**src/rtl/dp_sync_ram_be.sv**
```systemverilog
// Dual-port synchronous RAM with byte-lane write enables, 1- or 2-cycle
// registered read pipeline per port, and same-address collision tracking.

// One byte lane of the array. Both ports may write in the same cycle. The
// priority port's write comes last, so it wins when both ports write the
// same address on this lane.
module dp_ram_lane #(
  parameter int ADDR_WIDTH    = 4,
  parameter int PRIORITY_PORT = 0
) (
  input  logic                       clk,
  input  logic [1:0]                 wr,
  input  logic [1:0][ADDR_WIDTH-1:0] addr,
  input  logic [1:0][7:0]            wdata,
  output logic [1:0][7:0]            rdata
);
  localparam int HI = PRIORITY_PORT;
  localparam int LO = 1 - PRIORITY_PORT;

  logic [7:0] mem [2**ADDR_WIDTH];

  // Lane writes. The later non-blocking assignment wins on an address tie.
  always_ff @(posedge clk) begin
    if (wr[LO]) mem[addr[LO]] <= wdata[LO];
    if (wr[HI]) mem[addr[HI]] <= wdata[HI];
  end

  // The array is read before the edge, so a same-edge write is not seen (read-first).
  assign rdata[0] = mem[addr[0]];
  assign rdata[1] = mem[addr[1]];
endmodule

module dp_sync_ram_be #(
  parameter int DATA_WIDTH    = 16,
  parameter int ADDR_WIDTH    = 4,
  parameter int READ_LATENCY  = 1,
  parameter int PRIORITY_PORT = 0
) (
  input  logic                    clk,
  input  logic                    rst,
  input  logic                    cs_0,
  input  logic                    cs_1,
  input  logic                    we_0,
  input  logic                    we_1,
  input  logic                    oe_0,
  input  logic                    oe_1,
  input  logic [DATA_WIDTH/8-1:0] be_0,
  input  logic [DATA_WIDTH/8-1:0] be_1,
  input  logic [ADDR_WIDTH-1:0]   addr_0,
  input  logic [ADDR_WIDTH-1:0]   addr_1,
  input  logic [DATA_WIDTH-1:0]   data_in_0,
  input  logic [DATA_WIDTH-1:0]   data_in_1,
  output logic [DATA_WIDTH-1:0]   data_out_0,
  output logic [DATA_WIDTH-1:0]   data_out_1,
  output logic                    valid_0,
  output logic                    valid_1,
  output logic                    collision,
  output logic [7:0]              collision_count,
  input  logic                    clr_count
);
  localparam int NUM_LANES = DATA_WIDTH / 8;

  if (DATA_WIDTH % 8 != 0 || DATA_WIDTH < 8) begin : g_bad_width
    $error("dp_sync_ram_be: DATA_WIDTH must be a positive multiple of 8");
  end
  if (READ_LATENCY != 1 && READ_LATENCY != 2) begin : g_bad_latency
    $error("dp_sync_ram_be: READ_LATENCY must be 1 or 2");
  end
  if (PRIORITY_PORT != 0 && PRIORITY_PORT != 1) begin : g_bad_priority
    $error("dp_sync_ram_be: PRIORITY_PORT must be 0 or 1");
  end

  logic [1:0]                       wr_en, rd_en;
  logic [1:0][ADDR_WIDTH-1:0]       addr;
  logic [1:0][NUM_LANES-1:0]        be;
  logic [1:0][DATA_WIDTH-1:0]       wdata, rd_word, rd_data;
  logic [1:0]                       rd_vld;
  logic [NUM_LANES-1:0][1:0][7:0]   lane_rd;
  logic                             coll_now;

  // A write takes precedence over a read; cs & we & oe issues no read.
  assign wr_en = {cs_1 & we_1, cs_0 & we_0};
  assign rd_en = {cs_1 & oe_1 & ~we_1, cs_0 & oe_0 & ~we_0};
  assign addr  = {addr_1, addr_0};
  assign be    = {be_1, be_0};
  assign wdata = {data_in_1, data_in_0};

  for (genvar l = 0; l < NUM_LANES; l++) begin : g_lane
    dp_ram_lane #(
      .ADDR_WIDTH    (ADDR_WIDTH),
      .PRIORITY_PORT (PRIORITY_PORT)
    ) u_lane (
      .clk   (clk),
      .wr    ({wr_en[1] & be[1][l], wr_en[0] & be[0][l]}),
      .addr  (addr),
      .wdata ({wdata[1][8*l +: 8], wdata[0][8*l +: 8]}),
      .rdata (lane_rd[l])
    );
  end

  // Reassemble the per-lane read bytes into one word per port.
  always_comb begin
    rd_word = '0;
    for (int p = 0; p < 2; p++)
      for (int l = 0; l < NUM_LANES; l++)
        rd_word[p][8*l +: 8] = lane_rd[l][p];
  end

  for (genvar p = 0; p < 2; p++) begin : g_port
    logic [READ_LATENCY:1]                 vld_q;
    logic [READ_LATENCY:1][DATA_WIDTH-1:0] dat_q;
    logic [READ_LATENCY:0]                 vld_pipe;
    logic [READ_LATENCY:0][DATA_WIDTH-1:0] dat_pipe;

    // Index 0 is the read being issued this cycle; higher indices are registered.
    assign vld_pipe = {vld_q, rd_en[p]};
    assign dat_pipe = {dat_q, rd_word[p]};

    // Read pipeline. A stage only loads when a read is in it, so the last
    // stage holds the previous result between reads. Reset drops in-flight reads.
    always_ff @(posedge clk) begin
      if (rst) begin
        vld_q <= '0;
        dat_q <= '0;
      end else begin
        vld_q <= vld_pipe[READ_LATENCY-1:0];
        for (int k = 1; k <= READ_LATENCY; k++)
          if (vld_pipe[k-1]) dat_q[k] <= dat_pipe[k-1];
      end
    end

    assign rd_vld[p]  = vld_q[READ_LATENCY];
    assign rd_data[p] = dat_q[READ_LATENCY];
  end

  assign data_out_0 = rd_data[0];
  assign data_out_1 = rd_data[1];
  assign valid_0    = rd_vld[0];
  assign valid_1    = rd_vld[1];

  // A collision is any same-address cycle where at least one port writes.
  // A write with no byte lanes enabled still counts.
  assign coll_now = cs_0 & cs_1 & (addr_0 == addr_1) & (we_0 | we_1);

  // Collision pulse and saturating counter. A clear beats a same-cycle increment.
  always_ff @(posedge clk) begin
    if (rst) begin
      collision       <= 1'b0;
      collision_count <= '0;
    end else begin
      collision <= coll_now;
      if (clr_count)
        collision_count <= '0;
      else if (coll_now && collision_count != 8'hFF)
        collision_count <= collision_count + 8'd1;
    end
  end
endmodule
```
**config.mk**
```make
export PLATFORM = sky130hd
export DESIGN_NAME = dp_sync_ram_be
export DESIGN_NICKNAME = d
export VERILOG_FILES = /design/src/rtl/dp_sync_ram_be.sv
export SDC_FILE = /design/constraint.sdc
export NUM_CORES = 1
export LEC_CHECK = 0
export BUFFER_PORTS_ARGS = -buffer_cell sky130_fd_sc_hd__buf_2
export CAP_MARGIN = 20
export CORE_MARGIN = 3
export CORE_UTILIZATION = 40
export DETAILED_ROUTE_END_ITERATION = 16
export GPL_TIMING_DRIVEN = 0
export HOLD_SLACK_MARGIN = 0.12
export PLACE_DENSITY = 0.56
export SLEW_MARGIN = 15
export SYNTH_ARGS = -nofsm -noshare
export SYNTH_HDL_FRONTEND = slang
export SYNTH_SLANG_ARGS = --single-unit
```
**constraint.sdc**
```tcl
create_clock -name clk -period 5.08 [get_ports clk]
set_input_delay 1.016 -clock clk [delete_from_list [all_inputs] [get_ports clk]]
set_output_delay 1.016 -clock clk [all_outputs]
set_load 0.005 [all_outputs]
```
Word level (Yosys, flattened, before mapping). Memories as Yosys holds them, arrays and structs flattened. A register that Yosys moved wholly into a read port is not among the register bits. Index checks and enable logic that the tools add are counted.

Register bits after elaboration: 11. Latch bits: 0. Bits in writable memories: 256. ROM bits: 0. Output and inout port bits: 43. Word-level logic and storage cells: 35. Memories kept: 2.

Memory list: g_lane[0].u_lane.mem (words 16, bits a word 8, rd ports 2, clocked after Yosys merged registers in 2, wr ports 2, line 20) `logic [7:0] mem [2**ADDR_WIDTH];`; g_lane[1].u_lane.mem (words 16, bits a word 8, rd ports 2, clocked after Yosys merged registers in 2, wr ports 2, line 20).

Add/subtract/negate cells: 1. Multipliers: 0. Div/mod/pow operators: 0. Order comparisons: 0. Equality and inequality tests: 2. Shift-type cells: 0. Muxes and demuxes: 8. Bitwise logic cells: 16. Reduce and logical (&&, ||, !) cells: 2.

Operator list (count): $and A1 B1 Y1 (13); $add A8 B1 Y8 const B (1); $mux W1 (8); $ne A8 B8 Y1 const B (1); $eq A4 B4 Y1 (1); $not A1 Y1 (2); $reduce_or A2 Y1 (1); $logic_and A1 B1 Y1 (1); $or A1 B1 Y1 (1).

Logic depth before layout (Yosys ltp).
Depth in word-level cells: 4. Depth in mapped cells: 8. Mapped depth without buffers: 6.

Cells and area by module. A second synthesis with hierarchy kept.

Cell total of the unflattened synthesis: 1184. Area total of the unflattened synthesis: 17220.3 µm².

Modules (own cells, without submodules): dp_ram_lane (instances 2, cells an instance 472, area each 7626.1 µm², seq. area each 3843.7 µm²); dp_sync_ram_be (instances 1, cells an instance 240, area each 1968.1 µm², seq. area each 860.8 µm²).

Worst setup path after synthesis. OpenSTA, ideal clock, no wires.

Path kind: input to register. From: input port addr_1[1]. To: memory g_lane[0].u_lane.mem[3][0] (enable). Setup time: 0.384 ns. Arrival: 2.529 ns. Data required time: 4.696 ns. Setup slack: 2.167 ns. Stages: 5. Buffers on the path: 3. Cell sequence: buf_2 -> buf_4 -> buf_1 -> nand3_1 -> o21ai_0.

RTL lines: start, declared (line 50) `input logic [ADDR_WIDTH-1:0] addr_1,`; end, declared (line 20).

==> flow_metrics.env <==
export IMPL_start_util_pct=40.9
export IMPL_finalCritPeriodShare_pct=65.7
export IMPL_finalWirelength_um=69900
export IMPL_power_share_switching_pct=24.9
export IMPL_design_area_um2=19600
export IMPL_portBuffers=90
export IMPL_drc_errors=0
export IMPL_syn_num_nets=1269
export IMPL_netlist_area_um2=16900
export IMPL_fmax_mhz=299
export IMPL_grt_start_max_net_pins=14
export IMPL_die_area_um2=44700
export IMPL_rsz0062_at_grt="no"
export IMPL_tns_ns=0
export IMPL_pwr_share_seq_pct=46.2
export IMPL_cts_hold_buf=0
export IMPL_overflow=0
export IMPL_cts_resized_gates=0
export IMPL_ant_nets=0
export IMPL_route_met3_wl_um=8620
export IMPL_cts_root_buffer="clkbuf_16"
export IMPL_worstPathRequired_ns=5.52
export IMPL_hold_viol=0
export IMPL_yosys_warnings=0
export IMPL_die_w_um=211
export IMPL_grt_usage_pct=31.0
export IMPL_crit_start="addr_1[0]"
export IMPL_end_kind="register"
export IMPL_io_pins=96
export IMPL_rows=74
export IMPL_wl_per_cell_um=36.2
export IMPL_grt_pass1_wl_um=95500
export IMPL_regArea_um2=8550
export IMPL_via_count=12823
export IMPL_min_period_ns=3.34
export IMPL_area_growth_pct=16.3
export IMPL_crit_path_start_kind="input port"
export IMPL_nets=1425
export IMPL_vias_per_cell=6.64
export IMPL_layout_common_cells="edfxtp_1, mux2_2, mux2i_1"
export IMPL_top_layer_used="met5"
export IMPL_max_slew_margin_pct=16.5
export IMPL_clkPwrFrac_pct=42.4
export IMPL_synth_cells=1215
export IMPL_holdCritStartpoint="data_out_0[13]"
export IMPL_layout_commonest_cell="edfxtp_1"
export IMPL_crit_family="buffers and inverters"
export IMPL_met2WireLength_um=30300
export IMPL_hold_path_class="reg2reg"
export IMPL_slew_violations=0
export IMPL_path_max_fanout=10
export IMPL_clock_sinks=299
export IMPL_whs_ns=0.497
export IMPL_layout_cells_non_filler=1930
export IMPL_h_tree_depth=2
export IMPL_combPwrFrac_pct=11.4
export IMPL_status="finished, final reports clean"
export IMPL_cap_violations=0
export IMPL_postCtsSetupRepairBufs=0
export IMPL_postSynthAreaPerCell_um2=13.9
export IMPL_drtPass1Iterations=5
export IMPL_core_area_um2=41200
export IMPL_arrival_ns=3.78
export IMPL_path_clk_slew_ns=0.06
export IMPL_drtIter0Drc=1885
export IMPL_worst_path_max_delay_cell="clkbuf_1"
export IMPL_tightest_slew_ns=1.25
export IMPL_vdd_drop_max_v=0.000143
export IMPL_power_switching_uw=1470
export IMPL_gp_congestion=0.953
export IMPL_synth_seq_cells=299
export IMPL_ys_types=45
export IMPL_cts_made_buffers=36
export IMPL_layout_drive_gt1_share_pct=41.9
export IMPL_grt_antenna_before_repair=1
export IMPL_power_leakage_uw=0.00673
export IMPL_fin_skew_ns=0.00813
export IMPL_grt_pass1_vias=12648
export IMPL_cts_tree="yes"
export IMPL_num_fill_cells=3679
export IMPL_dpl_cell_area_um2=18400
export IMPL_worstSetupPathType="in2reg"
export IMPL_clockBufferDepth=3
export IMPL_clkLatencyLatePin_ns=0.54
export IMPL_multi_input_comb_area_um2=7950
export IMPL_setup_viol=0
export IMPL_crit_top_cell="a211oi_1"
export IMPL_dp_cells=1863
export IMPL_power_density_nw_per_um2=302
export IMPL_fp_dieH_um=211
export IMPL_yosysSeqAreaShare_pct=50.7
export IMPL_wl_met1_um=27000
export IMPL_reg2reg_from="collision_count[0]"
export IMPL_path_cells="buf_2 -> buf_1 -> nor2_1 -> clkbuf_1 -> a211oi_1 -> a211oi_1"
export IMPL_path_buf_inv=3
export IMPL_cp_slowest_stage_delay_ns=0.99
export IMPL_dp_hpwl_um=45800
export IMPL_p_int_uw=4440
## area by class of cell
cell class	instances	share of cell area, %
Clock buffer	56	5.55
Inverter	2	0.0383
Clock inverter	8	0.211
Timing Repair Buffer	118	4.15
Tap cell	532	3.40
Multi-Input combinational cell	805	40.6
Sequential cell	299	43.6
Buffer	109	2.47
Antenna cell	1	0.0128
## kinds of logic after synthesis
family,Yosys count,synth area share [%]
AOI/OAI and AO/OA,183,7.48
buffers and inverters,111,2.91
muxes,450,33.4
and+or+nand+nor,164,5.11
DFF,299,50.7
adders and majority gates,1,0.0742
xor gates and xnor gates,7,0.364
## registers in the layout (all words and copies together), names as in the netlist
register           count
data_out_1            16
g_lane.u_lane.mem    256
collision              1
data_out_0            16
valid_0                1
valid_1                1
collision_count        8
## through the flow
stage               util (%)  power [uW]  worst slack [ns]
finish                  47.6        5910              1.74
global route            47.6        6050              1.72
CTS                     47.5        5910              1.87
detailed placement      44.8        3440              1.34
global placement        43.6        3420             0.226
floorplan                  -        3170              2.17
## per-layer routing
| metal | track usage [%] | vias to the layer above |
|---|---|---|
| li1 | - | 5181 |
| met1 | 41.7 | 6445 |
| met2 | 46.3 | 953 |
| met3 | 8.51 | 242 |
| met4 | 15.6 | 2 |
| met5 | 0 | - |
## synthesized netlist by cell type (all sizes together)
library cell / n / area, um2
edfxtp: 256 / 7690
mux2: 256 / 2880
mux2i: 130 / 1300
nor2: 81 / 357
o22ai: 69 / 432
clkbuf: 66 / 248
mux4: 64 / 1440
buf: 43 / 235
dfxtp: 43 / 861
a211oi: 32 / 240
o21ai: 25 / 125
nand2: 23 / 88.8
a221oi: 16 / 140
a22oi: 16 / 120
a311oi: 16 / 140
nand2b: 13 / 88.8
nand3: 11 / 60.1
xnor2: 7 / 61.3
nor3: 6 / 68.8
or2: 6 / 37.5
and3: 5 / 31.3
nor2b: 5 / 31.3
and2: 4 / 25.0
a21oi: 3 / 15.0
nand3b: 3 / 22.5
o21bai: 3 / 22.5
a31o: 2 / 17.5
and3b: 2 / 17.5
inv: 2 / 7.51
nand4: 2 / 12.5
nor4: 2 / 12.5
ha: 1 / 12.5
nor4b: 1 / 8.76
o2111ai: 1 / 8.76
## worst paths after layout
path | depth (start not counted) | endpoint | slack, ns
max | 6 | data_out_1[9] | 1.74
min | 2 | data_out_0[13] | 0.50
max reg2reg | 6 | collision_count[5] | 3.38
min reg2reg | 2 | data_out_0[13] | 0.50
## tightest hold or removal path: stages, from the launching register on
cell and delay, ns:
dfxtp_1 0.31, nor2_1 0.09, a311oi_1 0.05
## power by group through the flow
stage | registers, uW | logic [uW] | clock network (uW)
5_1_grt | 2740 | 701 | 2610
6_report | 2730 | 674 | 2500
4_1_cts | 2730 | 655 | 2520
2_1_floorplan | 2770 | 393 | 0
3_5_place_dp | 2780 | 652 | 0
3_3_place_gp | 2780 | 631 | 0
Power figures use the tool's default switching activity.
